===== config.mk =====
export PLATFORM = sky130hd
export DESIGN_NAME = mem_port_arbiter
export DESIGN_NICKNAME = d
export VERILOG_FILES = /design/src/rtl/riscv_pkg.sv /design/src/rtl/mem_port_arbiter_sat_counter.sv /design/src/rtl/mem_port_arbiter.sv
export SDC_FILE = /design/constraint.sdc
export NUM_CORES = 1
export LEC_CHECK = 0
export CAP_MARGIN = 10
export CORE_UTILIZATION = 25
export DETAILED_ROUTE_END_ITERATION = 16
export PLACE_DENSITY = 0.6
export SETUP_SLACK_MARGIN = 0.02
export SLEW_MARGIN = 20
export SYNTH_ARGS = -nofsm -noshare
export SYNTH_HDL_FRONTEND = slang
export SYNTH_HIERARCHICAL = 1
export SYNTH_SLANG_ARGS = --single-unit

===== constraint.sdc =====
create_clock -name clk -period 1.85 [get_ports clk]
set_input_delay 0.4625 -clock clk [delete_from_list [all_inputs] [get_ports clk]]
set_output_delay 0.4625 -clock clk [all_outputs]
set_load 0.01 [all_outputs]

===== src/rtl/riscv_pkg.sv =====
// Shared constants and types for the memory port arbiter.
// Contents: arbiter state encoding, default STARVE_MAX / TIMEOUT,
// the read value returned on a timed-out access, and the memory request payload.
package riscv_pkg;

  localparam int unsigned XLEN           = 32;
  localparam int unsigned STARVE_MAX_DEF = 4;
  localparam int unsigned TIMEOUT_DEF    = 15;
  localparam int unsigned STARVE_W       = 3;

  // Word returned to the requester when the memory never acknowledges.
  localparam logic [XLEN-1:0] ERR_RDATA = 32'h0000_0000;

  typedef enum logic [1:0] {
    ARB_IDLE    = 2'd0,
    ARB_IF_BUSY = 2'd1,
    ARB_DM_BUSY = 2'd2,
    ARB_RESP    = 2'd3
  } arb_state_e;

  // Request presented to the single-port memory while a grant is active.
  typedef struct packed {
    logic            we;
    logic [XLEN-1:0] addr;
    logic [XLEN-1:0] wdata;
  } mem_req_t;

endpackage


===== src/rtl/mem_port_arbiter_sat_counter.sv =====
// Saturating up-counter with synchronous clear.
// Ports: clk, reset (async active-low), clr (clear, wins over en),
//        en (count enable), count (current value, stops at LIMIT).
module sat_counter #(
  parameter int unsigned WIDTH = 3,
  parameter int unsigned LIMIT = 4
) (
  input  logic             clk,
  input  logic             reset,
  input  logic             clr,
  input  logic             en,
  output logic [WIDTH-1:0] count
);

  always_ff @(posedge clk or negedge reset) begin
    if (!reset) begin
      count <= '0;
    end else if (clr) begin
      count <= '0;
    end else if (en && (count != WIDTH'(LIMIT))) begin
      count <= count + WIDTH'(1);
    end
  end

endmodule


===== src/rtl/mem_port_arbiter.sv =====
// Arbitrates a fetch port and a data port onto one single-port memory.
// Data has priority unless fetch has waited through STARVE_MAX data grants.
// A grant that sees no mem_ack within TIMEOUT busy cycles is aborted with
// ERR_RDATA and sets the sticky err flag.
// Ports: clk, reset (async active-low);
//        fetch: if_req, if_addr -> if_rdata, if_ready;
//        data:  dm_rd, dm_wr, dm_addr, dm_wdata -> dm_rdata, dm_ready;
//        memory: mem_en, mem_we, mem_addr, mem_wdata <- mem_rdata, mem_ack;
//        status: stall_if, stall_dm, err.
module mem_port_arbiter
  import riscv_pkg::*;
#(
  parameter int unsigned STARVE_MAX = STARVE_MAX_DEF,
  parameter int unsigned TIMEOUT    = TIMEOUT_DEF
) (
  input  logic            clk,
  input  logic            reset,
  input  logic            if_req,
  input  logic [XLEN-1:0] if_addr,
  output logic [XLEN-1:0] if_rdata,
  output logic            if_ready,
  input  logic            dm_rd,
  input  logic            dm_wr,
  input  logic [XLEN-1:0] dm_addr,
  input  logic [XLEN-1:0] dm_wdata,
  output logic [XLEN-1:0] dm_rdata,
  output logic            dm_ready,
  output logic            mem_en,
  output logic            mem_we,
  output logic [XLEN-1:0] mem_addr,
  output logic [XLEN-1:0] mem_wdata,
  input  logic [XLEN-1:0] mem_rdata,
  input  logic            mem_ack,
  output logic            stall_if,
  output logic            stall_dm,
  output logic            err
);

  localparam int unsigned WAIT_W = $clog2(TIMEOUT + 1);

  arb_state_e state_q, state_d;
  mem_req_t   req_q, req_d;

  logic            en_d, if_ready_d, dm_ready_d, err_d;
  logic [XLEN-1:0] if_rdata_d, dm_rdata_d;

  logic [STARVE_W-1:0] starve_cnt;
  logic [WAIT_W-1:0]   wait_cnt;

  logic dm_req, busy, starve_full, timeout_hit, done, grant_dm, grant_if;

  assign dm_req      = dm_rd | dm_wr;
  assign busy        = (state_q == ARB_IF_BUSY) || (state_q == ARB_DM_BUSY);
  assign starve_full = (starve_cnt == STARVE_W'(STARVE_MAX));
  // The last allowed busy cycle is the one where the counter reads TIMEOUT-1.
  assign timeout_hit = busy && !mem_ack && (wait_cnt == WAIT_W'(TIMEOUT - 1));
  assign done        = busy && (mem_ack || timeout_hit);
  assign grant_dm    = (state_q == ARB_IDLE) && (state_d == ARB_DM_BUSY);
  assign grant_if    = (state_q == ARB_IDLE) && (state_d == ARB_IF_BUSY);

  assign stall_if = if_req & ~if_ready;
  assign stall_dm = dm_req & ~dm_ready;

  assign mem_we    = req_q.we;
  assign mem_addr  = req_q.addr;
  assign mem_wdata = req_q.wdata;

  // Data grants taken while fetch is waiting.
  sat_counter #(.WIDTH(STARVE_W), .LIMIT(STARVE_MAX)) u_starve_cnt (
    .clk   (clk),
    .reset (reset),
    .clr   (grant_if),
    .en    (grant_dm & if_req),
    .count (starve_cnt)
  );

  // Busy cycles of the current grant.
  sat_counter #(.WIDTH(WAIT_W), .LIMIT(TIMEOUT)) u_wait_cnt (
    .clk   (clk),
    .reset (reset),
    .clr   (!busy),
    .en    (busy),
    .count (wait_cnt)
  );

  // State and registered outputs.
  always_ff @(posedge clk or negedge reset) begin
    if (!reset) begin
      state_q  <= ARB_IDLE;
      req_q    <= '0;
      mem_en   <= 1'b0;
      if_ready <= 1'b0;
      dm_ready <= 1'b0;
      if_rdata <= '0;
      dm_rdata <= '0;
      err      <= 1'b0;
    end else begin
      state_q  <= state_d;
      req_q    <= req_d;
      mem_en   <= en_d;
      if_ready <= if_ready_d;
      dm_ready <= dm_ready_d;
      if_rdata <= if_rdata_d;
      dm_rdata <= dm_rdata_d;
      err      <= err_d;
    end
  end

  // Next-state selection.
  always_comb begin
    state_d = state_q;
    unique case (state_q)
      ARB_IDLE: begin
        if (dm_req && !(starve_full && if_req)) begin
          state_d = ARB_DM_BUSY;
        end else if (if_req) begin
          state_d = ARB_IF_BUSY;
        end
      end
      ARB_IF_BUSY, ARB_DM_BUSY: begin
        if (done) begin
          state_d = ARB_RESP;
        end
      end
      ARB_RESP: state_d = ARB_IDLE;
      default:  state_d = ARB_IDLE;
    endcase
  end

  // Next values of the memory request, response data, ready pulses and err.
  always_comb begin
    req_d      = req_q;
    en_d       = mem_en;
    if_ready_d = 1'b0;
    dm_ready_d = 1'b0;
    if_rdata_d = if_rdata;
    dm_rdata_d = dm_rdata;
    err_d      = err;

    if (grant_dm) begin
      // rd and wr together is a write.
      req_d.we    = dm_wr;
      req_d.addr  = dm_addr;
      req_d.wdata = dm_wdata;
      en_d        = 1'b1;
    end else if (grant_if) begin
      req_d.we    = 1'b0;
      req_d.addr  = if_addr;
      req_d.wdata = '0;
      en_d        = 1'b1;
    end

    if (done) begin
      en_d     = 1'b0;
      req_d.we = 1'b0;
      if (state_q == ARB_IF_BUSY) begin
        if_ready_d = 1'b1;
        if_rdata_d = mem_ack ? mem_rdata : ERR_RDATA;
      end else begin
        dm_ready_d = 1'b1;
        if (!req_q.we) begin
          dm_rdata_d = mem_ack ? mem_rdata : ERR_RDATA;
        end
      end
      if (timeout_hit) begin
        err_d = 1'b1;
      end
    end
  end

endmodule

==> run_results.csv <==
group,metric,value,unit
global_route,grt_use_total,14.40,%
floorplanning,core-area,24320,um^2
floorplanning,pin_count,269,
power,clkPwrFrac,20.4,%
yosys,synthTopCellsByCount,"dfrtp_1 (142), nand2_1 (100), o21ai_0 (67)",
yosys,ys_ff_latch,142,
sta,rsz0062_at_grt,"true",
power,power_frac_comb,48.8,%
yosys,ys_warn_count,6,
run_status,outcome,"complete, no violations",
min_path,hold_class,"flip-flop to flip-flop",
floorplanning,initial_utilization,25.45,%
floorplanning,die-area,25390,um^2
clock_network,cts_sinks,142,
yosys,synth_area_leaders,"dfrtp_1 (57%), mux2_4 (15%), nand2_1 (6.1%)",
global_route,grt_pass1_wl,28.59,mm
final_layout,final_cells,1145,
power,p_sw,5.602,mW
critical_path,path_common_cell,"mux2_4",
sta,hold_violations,0,
floorplanning,die_y,159.4,um
sta,finClkSkew,0.01120,ns
sta,period_needed,1.836,ns
yosys,synth_most_common_cell,"dfrtp_1",
critical_path,path_delay_family,"multiplexers",
global_route,overflow,0,
sta,finalCritPeriodShare,99.25,%
power,peakVddDrop,0.6280,mV
power,finalPower,17.21,mW
yosys,synth_area_per_cell,12.28,um^2
clock_network,clk_pin_slew,0.07,ns
final_layout,drive_gt1_share,19.61,%
routing,first_pass_iters,4,
critical_path,crit_path_max_incr_delay,0.37,ns
clock_network,clockBufferDepth,2,
yosys,ys_types,41,
yosys,syn_inst,504,
sta,max-slew-margin-rel,68.67,%
sta,worst_pin_slew,0.4699,ns
yosys,synth_ff_type,"dfrtp_1",
floorplanning,dieWidth,159.4,um
power,leakage,5.441,nW
yosys,synthArstFlopShare,100.0,%
global_route,grt_pass1_vias,5008,
final_layout,fin_nets,947,
clock_network,h-tree-depth,4,
place,dp_hpwl,12.64,mm
critical_path,crit_slowest_cell,"dfrtp_1",
floorplanning,rows,57,
yosys,syn_area,6190,um^2
critical_path,crit_path_start_kind,"flip-flop",
routing,wirelength,18.03,mm
clock_network,clock-root-buffer,"clkbuf_16",
yosys,synth_fp_nets,643,
power,seqPwrFrac,30.8,%
clock_network,worstSkewPairLatency,0.41,ns
critical_path,worst-path-buf-inv,2,
routing,viasPerCell,4.289,
routing,wl_per_cell,15.75,um
yosys,yosysSeqAreaShare,57.41,%
sta,fmax,544.6,MHz
power,switching_share,32.55,%
critical_path,cp_data_required_time,2.15,ns
place,io_buffers,268,
critical_path,path_cells,"and4bb_4 > o221ai_4 > buf_12 > buf_16 > mux2_4 > mux2_4",
place,gp_congestion,0.7532,
sta,maxSlewViolCount,0,
yosys,synth_top_cell_by_area,"dfrtp_1",
routing,drtIter0Drc,159,
yosys,synth_edf_count,0,
routing,final_antenna_net_count,0,
final_layout,diodes,0,
critical_path,cp.arrival,2.14,ns
place,dpl.cell_count,1103,
clock_network,cts_tree,"done",
routing,remaining_drc_errors,0,
clock_network,cts_made_buffers,17,
sta,setup_viol,0,
routing,num_vias,4911,
critical_path,cp-end-kind,"flip-flop",
yosys,synth_top_area_share,57.41,%
critical_path,critPathMaxFanout,8,
power,power.density,1638,nW/um^2
critical_path,path_class,"flip-flop to flip-flop",
final_layout,syn2layout_area_growth,69.72,%
global_route,grt_max_degree,43,
global_route,antenna_found_initial,0,
run,max_cap_violations,0,
power,p_int,11.61,mW
[final timing paths]
kind,to,startpoint,cells past startpoint,slack [ns]
max in group asynchronous,mem_wdata[26],reset,3,0.72
setup / recovery,mem_addr[17],u_starve_cnt/count[0],6,0.01
min in group asynchronous,mem_addr[10],reset,2,0.54
hold / removal,if_rdata[20],if_rdata[20],2,0.47
setup reg to reg,mem_addr[17],u_starve_cnt/count[0],6,0.01
hold reg to reg,if_rdata[20],if_rdata[20],2,0.47
[worst min-delay path: stages, from the launching register on]
cell     delay [ns]
dfrtp_1        0.34
nand2_1        0.04
o21ai_0        0.05
[state kept, by name (all words and copies together), names as in the netlist, 2 cells and up]
register            count
state_q                 2
mem_wdata              32
u_wait_cnt/count        4
if_rdata               32
dm_rdata               32
mem_addr               32
u_starve_cnt/count      3
[logic make-up after synthesis]
group | share of synthesized area [%]
AO/OA/AOI/OAI | 12.41
adder cells (fa/ha/maj) | 1.011
XOR/XNOR | 0.1415
AND/OR/NAND/NOR | 9.642
buffers and inverters | 3.416
multiplexers | 15.97
flip-flops | 57.41
[through the flow]
| step | worst slack [ns] | instance area, um^2 | TNS (ns) | util, % | hold slack [ns] |
|---|---|---|---|---|---|
| after CTS | -0.05074 | 10270 | -0.3920 | 42.23 | 0.4836 |
| after floorplan | -0.05911 | 6196 | -1.665 | - | 0.1669 |
| after global placement | -0.4750 | 9583 | -30.05 | 39.40 | 0.4353 |
| final | 0.01393 | 10510 | 0 | 43.20 | 0.4700 |
| after detailed placement | -0.5097 | 9583 | -32.42 | 39.40 | 0.4381 |
| after global routing | -0.03967 | 10510 | -0.2582 | 43.20 | 0.4980 |
[metal layers]
metal  vias up  track usage [%]  wire length [um]
met5         -                0                 0
met4         0            2.797               130
li1       2356                -                 -
met1      2359            18.85              8276
met2       187            22.65              8244
met3         9            5.548              1383
[final cells by class]
cell class,count,area [um^2]
Sequential cell,142,3553
Timing Repair Buffer,316,3413
Multi-Input combinational cell,322,2499
Inverter,9,33.78
Tap cell,324,405.4
Fill cell,2240,13810
Clock inverter,15,175.2
Clock buffer,17,425.4
[power groups by stage]
| stage | clock [mW] | sequential [mW] | combinational (mW) |
|---|---|---|---|
| 2_1_floorplan | 0 | 5.92 | 3.42 |
| 3_3_place_gp | 0 | 5.34 | 8.19 |
| 3_5_place_dp | 0 | 5.35 | 8.28 |
| 4_1_cts | 3.64 | 5.32 | 8.38 |
| 5_1_grt | 3.77 | 5.48 | 9.05 |
| 6_report | 3.51 | 5.29 | 8.40 |
[cell usage in the layout, fill, tap and decap left out, types with 4 or more instances in the layout]
master           count
buf_4               26
clkdlybuf4s50_1    199
mux2_4              66
a21oi_1              4
nand2b_1             4
nand2_1            100
a22o_1              32
inv_1                9
o21ai_0             67
nor2_1               7
dfrtp_1            142
buf_6                4
dlymetal6s2s_1      52
inv_6                5
buf_12              15
ha_1                 4
clkbuf_16           19
dlygate4sd2_1       14
[what timing repair did]
item / in CTS / in global routing
hold endpoints to repair: 24 / 0
gates cloned: 1 / 2
buffers inserted: 4 / 3
resized for setup: 27 / 60
hold buffers: 1 / 0
setup endpoints to repair: 77 / 91
pin swaps: 0 / 2
Note: power is estimated with default switching activity, not from simulation.
